$ cat src/rtl/plotter_pkg.sv
// plotter_pkg: types shared by the plotter glyph path.
//   coord_t   - 8-bit unsigned plotter coordinate
//   seg_t     - one stroke segment as stored in the glyph ROM
//   state_t   - stroke_sequencer states (ST_PAUSE only with STROKE_SEQ_PAUSE_EN)
//   SEG_IDX_W - width of the ROM segment index
package plotter_pkg;

  localparam int SEG_IDX_W = 5;

  typedef logic [7:0] coord_t;

  typedef struct packed {
    coord_t sx;
    coord_t sy;
    coord_t ex;
    coord_t ey;
    logic   pen;
  } seg_t;

  typedef enum logic [2:0] {
    ST_IDLE,
    ST_FETCH,
    ST_PEN,
    ST_ISSUE,
    ST_WAIT,
    ST_FIN
`ifdef STROKE_SEQ_PAUSE_EN
    , ST_PAUSE
`endif
  } state_t;

endpackage

$ cat src/rtl/pen_settle_timer.sv
// pen_settle_timer: down-counter for the pen-settle delay.
//   clk, rst_n - clock, synchronous active-low reset
//   load       - load PEN_SETTLE-1 (takes priority over en)
//   en         - decrement while non-zero
//   zero       - counter is at 0
module pen_settle_timer
  import plotter_pkg::*;
#(
  parameter int PEN_SETTLE = 50000
) (
  input  logic clk,
  input  logic rst_n,
  input  logic load,
  input  logic en,
  output logic zero
);

  // Keep at least one bit so PEN_SETTLE=1 still elaborates.
  localparam int W = (PEN_SETTLE > 1) ? $clog2(PEN_SETTLE) : 1;

  logic [W-1:0] cnt;

  always_ff @(posedge clk) begin
    if (!rst_n)                cnt <= '0;
    else if (load)             cnt <= W'(PEN_SETTLE - 1);
    else if (en && cnt != '0)  cnt <= cnt - 1'b1;
  end

  assign zero = (cnt == '0);

endmodule

$ cat src/rtl/stroke_sequencer.sv
// stroke_sequencer: walks the stroke ROM of the selected digit one segment at
// a time, issuing each segment as a move command and driving the pen, with a
// settle delay after every pen change.
//   clk, rst_n            - clock, synchronous active-low reset
//   start, digit          - draw request (accepted in IDLE only)
//   abort                 - cancel current glyph, back to IDLE without done
//   pause                 - hold between segments (STROKE_SEQ_PAUSE_EN only)
//   glyph_sel, rom_idx,
//   rom_en, rom_*         - ROM address/enable and combinational ROM data
//   cmd_valid/ready,cmd_* - move command handshake and coordinates
//   move_done             - motion engine finished the accepted move
//   pen_out               - pen actuator (1 = down)
//   busy, done, err       - status; err is sticky until the next start
// Optional feature macro: STROKE_SEQ_PAUSE_EN
module stroke_sequencer
  import plotter_pkg::*;
#(
  parameter int MAX_SEGS   = 32,
  parameter int PEN_SETTLE = 50000
) (
  input  logic                 clk,
  input  logic                 rst_n,
  input  logic                 start,
  input  logic [3:0]           digit,
  input  logic                 abort,
`ifdef STROKE_SEQ_PAUSE_EN
  input  logic                 pause,
`endif
  output logic [3:0]           glyph_sel,
  output logic [SEG_IDX_W-1:0] rom_idx,
  output logic                 rom_en,
  input  logic [7:0]           rom_sx,
  input  logic [7:0]           rom_sy,
  input  logic [7:0]           rom_ex,
  input  logic [7:0]           rom_ey,
  input  logic                 rom_pen,
  output logic                 cmd_valid,
  input  logic                 cmd_ready,
  output logic [7:0]           cmd_sx,
  output logic [7:0]           cmd_sy,
  output logic [7:0]           cmd_ex,
  output logic [7:0]           cmd_ey,
  input  logic                 move_done,
  output logic                 pen_out,
  output logic                 busy,
  output logic                 done,
  output logic                 err
);

  localparam logic [SEG_IDX_W-1:0] LAST_IDX = SEG_IDX_W'(MAX_SEGS - 1);

  state_t state, state_nxt;
  seg_t   seg;
  logic   accept, inc_idx, set_err, settle_zero, terminal;

  // Index 0 is never terminal, so a glyph may start at the origin.
  assign terminal = (rom_idx != '0) && !seg.pen && (seg.ex == '0) && (seg.ey == '0);

  pen_settle_timer #(.PEN_SETTLE(PEN_SETTLE)) u_settle (
    .clk  (clk),
    .rst_n(rst_n),
    .load (state == ST_FETCH),
    .en   (state == ST_PEN),
    .zero (settle_zero)
  );

  always_comb begin
    state_nxt = state;
    accept    = 1'b0;
    inc_idx   = 1'b0;
    set_err   = 1'b0;
    case (state)
      ST_IDLE:  if (start) begin
                  accept    = 1'b1;
                  state_nxt = ST_FETCH;
                end
      // ROM data is live this cycle; compare it directly with the pen.
      ST_FETCH: state_nxt = (rom_pen != pen_out) ? ST_PEN : ST_ISSUE;
      ST_PEN:   if (settle_zero) state_nxt = ST_ISSUE;
      ST_ISSUE: if (cmd_ready) state_nxt = ST_WAIT;
      ST_WAIT:  if (move_done) begin
                  if (terminal) begin
                    state_nxt = ST_FIN;
                  end else if (rom_idx == LAST_IDX) begin
                    set_err   = 1'b1;
                    state_nxt = ST_FIN;
                  end else begin
                    // Index advances here; a pause only delays the fetch.
                    inc_idx   = 1'b1;
`ifdef STROKE_SEQ_PAUSE_EN
                    state_nxt = pause ? ST_PAUSE : ST_FETCH;
`else
                    state_nxt = ST_FETCH;
`endif
                  end
                end
`ifdef STROKE_SEQ_PAUSE_EN
      ST_PAUSE: if (!pause) state_nxt = ST_FETCH;
`endif
      ST_FIN:   state_nxt = ST_IDLE;
      default:  state_nxt = ST_IDLE;
    endcase
    // Abort wins over every handshake in the same cycle.
    if (abort && state != ST_IDLE) begin
      state_nxt = ST_IDLE;
      inc_idx   = 1'b0;
      set_err   = 1'b0;
    end
  end

  always_ff @(posedge clk) begin
    if (!rst_n) begin
      state     <= ST_IDLE;
      seg       <= '0;
      glyph_sel <= '0;
      rom_idx   <= '0;
      pen_out   <= 1'b0;
      err       <= 1'b0;
    end else begin
      state <= state_nxt;
      if (accept) begin
        glyph_sel <= digit;
        rom_idx   <= '0;
        err       <= 1'b0;
      end else if (inc_idx) begin
        rom_idx <= rom_idx + 1'b1;
      end
      if (set_err) err <= 1'b1;
      if (state == ST_FETCH) seg <= '{rom_sx, rom_sy, rom_ex, rom_ey, rom_pen};
      if (state_nxt == ST_IDLE || state_nxt == ST_FIN)
        pen_out <= 1'b0;
      else if (state == ST_FETCH && state_nxt == ST_PEN)
        pen_out <= rom_pen;
    end
  end

  assign rom_en    = (state == ST_FETCH);
  assign cmd_valid = (state == ST_ISSUE) && !abort;
  assign busy      = (state != ST_IDLE);
  assign done      = (state == ST_FIN) && !abort;
  assign cmd_sx    = seg.sx;
  assign cmd_sy    = seg.sy;
  assign cmd_ex    = seg.ex;
  assign cmd_ey    = seg.ey;

endmodule

$ cat config.mk
export PLATFORM = sky130hd
export DESIGN_NAME = stroke_sequencer
export DESIGN_NICKNAME = d
export VERILOG_FILES = /design/src/rtl/plotter_pkg.sv /design/src/rtl/pen_settle_timer.sv /design/src/rtl/stroke_sequencer.sv
export SDC_FILE = /design/constraint.sdc
export NUM_CORES = 1
export LEC_CHECK = 0
export CAP_MARGIN = 0
export CORE_ASPECT_RATIO = 1.1
export CORE_MARGIN = 1.5
export CORE_UTILIZATION = 35
export CTS_CLUSTER_DIAMETER = 80
export CTS_CLUSTER_SIZE = 8
export DETAILED_ROUTE_END_ITERATION = 7
export DONT_BUFFER_PORTS = 1
export PLACE_DENSITY = 0.47
export SLEW_MARGIN = 20
export SYNTH_ARGS = -nofsm -noshare
export SYNTH_HDL_FRONTEND = slang
export SYNTH_SLANG_ARGS = --single-unit
$ cat constraint.sdc
create_clock -name clk -period 2.7 [get_ports clk]
set_clock_uncertainty 0.1 [all_clocks]
set_input_delay 0.135 -clock clk [delete_from_list [all_inputs] [get_ports clk]]
set_output_delay 0.135 -clock clk [all_outputs]
set_load 0.03 [all_outputs]
-- Word-level counts from Yosys, hierarchy flattened
Cells that the tools add are included.
- register bits: 63
- input bits: 43
- output and inout port bits: 47
- logic and storage cells: 73
- $add $sub $neg: 2
- eq/ne operators: 9
- muxes and demuxes: 25
- bitwise gates (word level): 1
- reductions and logical operators: 24
- operators with widths (cell ; number):
    16-bit 2-to-1 mux ; 2
    3-bit 2-to-1 mux ; 7
    16-bit logical NOT ; 1
    8-bit logical NOT ; 2
    16-bit nonzero test ; 1
    16-bit by 1-bit subtractor with 16-bit output, second input constant ; 1
    1-bit 2-to-1 mux ; 15
    3-bit case mux with 5 select lines ; 1
    3-bit by 2-bit equality test with 1-bit output, second input constant ; 3
    3-bit equality test, second input constant ; 3
    1-bit logical AND ; 8
    3-bit logical NOT ; 2
    2-bit OR reduction ; 3
    5-bit by 1-bit adder with 5-bit output, second input constant ; 1
    5-bit equality test, second input constant ; 1
    5-bit nonzero test ; 1
    2-bit nonzero test ; 2
    3-bit by 1-bit equality test with 1-bit output, second input constant ; 1
    3-bit nonzero test ; 1
    1-bit logical NOT ; 2
    1-bit logical OR ; 1
    1-bit != test ; 1
    1-bit inverter ; 1

-- Longest topological paths before layout
Gate-level depths: netlist (run 1).
- depth after elaboration: 11
- depth in mapped cells: 9
- gate-level depth less buffers: 8

-- Cells and area by module
From an unflattened synthesis (run 1), not the netlist that was laid out.
- cells, all modules: 386
- area, all modules: 3216.8 um^2
- modules (own cells, without submodules) (module ; instances ; cells an instance ; area an instance (um^2) ; seq. area each (um^2)):
    stroke_sequencer ; 1 ; 275 ; 2268.4 ; 940.9
    pen_settle_timer ; 1 ; 111 ; 948.4 ; 320.3

-- Worst setup path before layout (run 1)
No wires, ideal clock.
- kind: register to register
- start: register rom_idx[0]
- end: register rom_idx[3]
- setup time: 0.070 ns
- arrival time: 1.918 ns
- required time: 2.530 ns
- slack: 0.612 ns
- stages on the path, launching flop included: 8
- buffers on the path: 0
- clock period less this slack: 2.088 ns
- cell sequence: dfxtp_1 -> inv_1 -> ha_1 -> or4b_1 -> nand4_1 -> o2111ai_2 -> or3_1 -> a21oi_1
- longest elaborated chain between the ends: 8
- elaborated cells on any way between the ends: 11
- those cells by class: 1 x add/sub; 1 x eq/ne; 5 x mux; 4 x reduce/logical
- ends and longest elaborated chain (what ; line ; source):
    start: declaration ; stroke_sequencer.sv:30 ; output logic [SEG_IDX_W-1:0] rom_idx,
    start signal: assignment ; stroke_sequencer.sv:126 ; rom_idx <= rom_idx + 1'b1;
    5-bit nonzero test ; stroke_sequencer.sv:57 ; assign terminal = (rom_idx != '0) && !seg.pen && (seg.ex == '0) && (seg.ey == '0);
    1-bit logical AND (3 in series) ; stroke_sequencer.sv:57 ;
    1-bit 2-to-1 mux ; stroke_sequencer.sv:82 ; if (terminal) begin
    1-bit 2-to-1 mux ; stroke_sequencer.sv:81 ; ST_WAIT: if (move_done) begin
    1-bit 2-to-1 mux ; stroke_sequencer.sv:72 ; case (state)
    1-bit 2-to-1 mux ; stroke_sequencer.sv:104 ; if (abort && state != ST_IDLE) begin
Parallel ways exist; a longest one is shown, timed or not.
A chain may end at the register's enable or synchronous reset.

-- Worst setup path in the final report (run 1)
Same ends and word-level chain as after synthesis.

==> results of run 1 <==
[layer usage]
metal	share of wire	track usage	up-vias
met3	0.051	0.0492	8
met5	0	0	-
met4	0.011	0.0613	0
met2	0.50	0.273	58
li1	-	-	1237
met1	0.44	0.186	1149
[logic make-up (layout without fill, tap and decap cells)]
logic type,after synthesis,in the layout,synth area share
xor+xnor,11,11,0.0319
buf+inv,61,71,0.120
fa+ha+maj,6,6,0.0240
mux,6,6,0.0199
compound gates,70,70,0.150
simple gates,148,148,0.237
flops,63,63,0.418
[final cells by class]
| class | count | area (µm²) |
|---|---|---|
| flip-flops and latches | 63 | 1260 |
| multi-input cells | 241 | 1400 |
| clock inverters | 5 | 32.5 |
| well taps | 111 | 139 |
| repair buffers | 45 | 438 |
| fillers | 859 | 4910 |
| inverters | 10 | 37.5 |
| clock buffers | 11 | 151 |
[where the power goes]
part / switching [W] / total (W) / internal (W) / leakage [nW]
sequential: 0.000126 / 0.00112 / 0.000990 / 0.513
combinational: 0.000229 / 0.000379 / 0.000150 / 0.700
clock: 0.000373 / 0.000752 / 0.000379 / 0.0873
[timing repair]
item,CTS,global route
setup buffers,0,0
endpoints found under the hold margin,48,0
hold buffers,40,0
[worst paths after layout]
path | endpoint | slack [ns] | start | depth (start not counted)
worst min register to register | seg[0] | 0.36 | seg[0] | 2
worst max register to register | rom_idx[3] | 0.46 | rom_idx[0] | 7
worst max-delay path | rom_idx[3] | 0.46 | rom_idx[0] | 7
worst min-delay path | u_settle.cnt[11] | 0.02 | rst_n | 2
[stage by stage]
step | setup slack, ns | utilization | power (W) | hold WS (ns)
2_1_floorplan | 0.612 | - | 0.00145 | 0.157
3_3_place_gp | 0.484 | 0.343 | 0.00147 | 0.163
3_5_place_dp | 0.457 | 0.343 | 0.00147 | 0.167
4_1_cts | 0.433 | 0.413 | 0.00228 | 0.0174
5_1_grt | 0.322 | 0.413 | 0.00237 | 0.0513
6_report | 0.464 | 0.413 | 0.00225 | 0.0194
[layout by cell type, fill, tap and decap left out, types with 4 or more instances in the layout]
cell            n
nor4_1          7
ha_1            5
buf_4           5
inv_1           9
nor2_1         23
o2111ai_1       4
nand4_1         5
dfxtp_1        63
nor3_1          5
and3_1          5
or4_1           4
a21oi_1        41
dlygate4sd3_1  40
nand3_1         4
clkbuf_8       11
o21ai_0         4
xor2_1          9
nand2_1        75
mux2i_1         6
[sequential cells by signal, indices dropped and copies added (netlist names)]
register / flops
u_settle.cnt: 16
cmd_ex: 8
cmd_ey: 8
cmd_sx: 8
cmd_sy: 8
rom_idx: 5
glyph_sel: 4
state: 3
err: 1
pen_out: 1
seg: 1
==> results.cfg, run 1 <==
[run_status]
status = completed

[die]
dieArea_mm2 = 0.00920
rows = 35
start_util = 0.361
die_x_um = 91.6
top_level_ports = 90
die_h_um = 100
design.core.area_mm2 = 0.00836

[sta]
relSlewSlack = 0.442
finalSetupViolCount = 0
tns_ns = 0
hold_viol = 0
fmax_mhz = 447
finalCritPeriodShare = 0.828
worst_pin_slew_ns = 0.835
rsz0062_at_grt = false
layout_min_cycle_time_ns = 2.24
slew_violations = 0

[pwr]
p_leak_nw = 1.30
peakVddDrop_uv = 238
power.density_mw_per_mm2 = 650

[critical_path]
crit_fanout = 7
crit_buf_inv = 1
cp-start-kind = flop
cp.arrival_ns = 2.41
crit_path_end_kind = flop
cp_cell_sequence = inv_1, ha_1, or4b_1, nand4_1, o2111ai_2, or3_1, a21oi_1
cp_slowest_cell = dfxtp_1
critPathKind = reg2reg
critical_path.top_delay_family = simple AND/OR/NAND/NOR gates
required_ns = 2.87
slowest_delay_ns = 0.43

[global_routing]
antenna_found_initial = 0
grt_max_degree = 47
overflow = 0
grt_pass1_wl_mm = 11.4
grt_pass1_vias = 2297
globalRouteTotalUtil = 0.159

[detailed_routing]
remaining_drc_errors = 0
drt-total-wl_mm = 7.09
drtAntennaViolNets = 0
routedWlPerCell_um = 14.6
drt_iter0_drc = 72
vias = 2452
via_per_inst = 5.05
drt_pass1_iterations = 4

[cts]
cts_buffers = 9
htreeDepth = 3
ctsResizeCount = 0
cts_max_path_buffers = 2
cts_tree = built
root_buffer = clkbuf_8
clk_pin_slew_ns = 0.07
clk_latency_ns = 0.34
clock_sinks = 63

[synthesis]
ys_ff_latch = 63
synth_common_cells = 75 x nand2_1, 63 x dfxtp_1, 41 x a21oi_1
synth_top_area_share = 0.418
synth_most_common_cell = nand2_1
synth_edf_count = 0
async_flop_share = 0
syn-num-nets = 413
ys_types = 51
syn_inst = 365
synth.area.top_cells = dfxtp_1 42%, nand2_1 9.3%, buf_4 8.0%
syn_area_mm2 = 0.00302
yosysWarnings = 0
yosysSeqAreaShare = 0.418
synth_flop_cell = dfxtp_1
syn_avg_cell_area_um2 = 8.28
yosysTopAreaCell = dfxtp_1

[hold_path]
hold_class = in2reg

[placement]
dp_hpwl_mm = 4.60
gp_congestion = 0.749
dpl_cell_area_mm2 = 0.00287
dp_cells = 430
portBuffers = 0

[finish]
area_delta_synth_final_pct = 14.5
final_nets = 418
diodes = 0
design_area_mm2 = 0.00346
drive_gt1_frac = 0.0827
final_cells = 486

[job]
drv_cap = 0
Note: power is estimated with default switching activity, not from simulation.
==> run 2, diff against run 1 <==
--- a/config.mk
+++ b/config.mk
@@ -13,7 +13,7 @@
 export CTS_CLUSTER_SIZE = 8
 export DETAILED_ROUTE_END_ITERATION = 7
 export DONT_BUFFER_PORTS = 1
-export PLACE_DENSITY = 0.47
+export PLACE_DENSITY = 0.49
 export SLEW_MARGIN = 20
 export SYNTH_ARGS = -nofsm -noshare
 export SYNTH_HDL_FRONTEND = slang
==> constraint.sdc (replaced) <==
create_clock -name clk -period 1.8 [get_ports clk]
set_clock_uncertainty 0.1 [all_clocks]
set_input_delay 0.09 -clock clk [delete_from_list [all_inputs] [get_ports clk]]
set_output_delay 0.09 -clock clk [all_outputs]
set_load 0.03 [all_outputs]
==> results.cfg, run 2 (synthesized netlist as in run 1, its figures left out) <==
[global_routing]
overflow = 0
grt_pass1_wl_mm = 12.8
grt_max_degree = 32
globalRouteTotalUtil = 0.177
grt_pass1_vias = 2683
antenna_found_initial = 0

[die]
design.core.area_mm2 = 0.00836
rows = 35
dieArea_mm2 = 0.00920
top_level_ports = 90
die_h_um = 100
start_util = 0.361
die_x_um = 91.6

[sta]
timing.hold.ws_ns = -0.182
hold_viol = 3
finalSetupViolCount = 19
tns_ns = -2.23
rsz0062_at_grt = true
worst_pin_slew_ns = 0.451
relSlewSlack = 0.698
layout_setup_ws_ns = -0.220
fmax_mhz = 495
layout_min_cycle_time_ns = 2.02
slew_violations = 0
finalCritPeriodShare = 1.12

[placement]
dp_hpwl_mm = 5.42
place_ws_ns = -0.244
dpl_cell_area_mm2 = 0.00345
gp_congestion = 0.777
portBuffers = 0

[cts]
ctsHoldBuffers = 42
cts_max_path_buffers = 2
root_buffer = clkbuf_8
htreeDepth = 3
cts_buffers = 9
clk_pin_slew_ns = 0.07
clk_latency_ns = 0.34
cts_tree = built
clock_sinks = 63

[hold_path]
hold_class = in2reg

[finish]
diodes = 0
design_area_mm2 = 0.00431
fill_cells = 769
final_common_cell = nand2_1
layout_common_cells = 75 x nand2_1, 63 x buf_4, 59 x dfxtp_1
drive_gt1_frac = 0.294
largest_reg_flops = 16
final_nets = 489
area_delta_synth_final_pct = 42.8
top_register = u_settle.cnt

[critical_path]
cp_slowest_cell = or4_4
critPathKind = reg2reg
cp.arrival_ns = 2.18
crit_path_end_kind = flop
slowest_delay_ns = 0.56
cp-start-kind = flop
cp_cell_sequence = or4_4, buf_6, nor2_4, nand4_4, or4_1, a31oi_1
crit_fanout = 4
required_ns = 1.96

[run_status]
violations = negative hold slack, negative setup slack
status = finished with violations

[detailed_routing]
drt_pass1_iterations = 4
vias = 2684
via_per_inst = 4.82
drt_iter0_drc = 121
drt-total-wl_mm = 7.85
drtAntennaViolNets = 0
routedWlPerCell_um = 14.1
remaining_drc_errors = 0

[pwr]
power.density_mw_per_mm2 = 928
p_leak_nw = 1.73
peakVddDrop_uv = 368
power.total_w = 0.00400

[job]
drv_cap = 0
==> run 2: area by class of cell <==
class / instances / area, µm² / area share
repair buffers: 116 / 1030 / 0.240
multi-input cells: 241 / 1610 / 0.373
well taps: 111 / 139 / 0.0322
flip-flops and latches: 63 / 1270 / 0.294
clock inverters: 5 / 81.3 / 0.0189
inverters: 10 / 40.0 / 0.00929
clock buffers: 11 / 141 / 0.0328
==> run 2: worst paths after layout <==
path,start,endpoint,slack (ns),cells past startpoint
worst max-delay path,u_settle.cnt[5],u_settle.cnt[15],-0.22,6
worst min-delay path,move_done,err,-0.18,2
worst max register to register,u_settle.cnt[5],u_settle.cnt[15],-0.22,6
worst min register to register,seg[0],seg[0],0.37,2
==> run 2: worst max-delay path, delay by kind of cell, from the launching register on <==
| family | cells | cell delay (ns) |
|---|---|---|
| and+or+nand+nor | 4 | 1.20 |
| AOI/OAI and AO/OA | 1 | 0.18 |
| DFF | 1 | 0.32 |
| buffers and inverters | 1 | 0.14 |
==> run 2: through the flow <==
step	cells	utilization	hold slack, ns
floorplan	365	-	0.112
global placement	497	0.413	0.119
detailed placement	497	0.413	0.123
CTS	557	0.498	-0.193
global route	557	0.515	-0.190
finish	557	0.515	-0.182
==> run 2: repair_timing <==
action,4_1_cts,5_1_grt
hold endpoints to repair,57,3
pin swaps,5,19
gates resized for setup,14,30
setup buffers,2,2
setup endpoints to repair,23,26
==> run 2: metal layers <==
metal | share of wire | track usage | vias to the layer above
li1 | - | - | 1375
met1 | 0.43 | 0.198 | 1251
met2 | 0.51 | 0.321 | 48
met3 | 0.044 | 0.0500 | 10
met4 | 0.016 | 0.0589 | 0
met5 | 0 | 0 | -
==> run 2: power breakdown <==
part	internal [W]	switching (W)	leakage (nW)
logic	0.000469	0.000559	1.10
registers	0.00148	0.000115	0.516
clock network	0.000818	0.000559	0.110
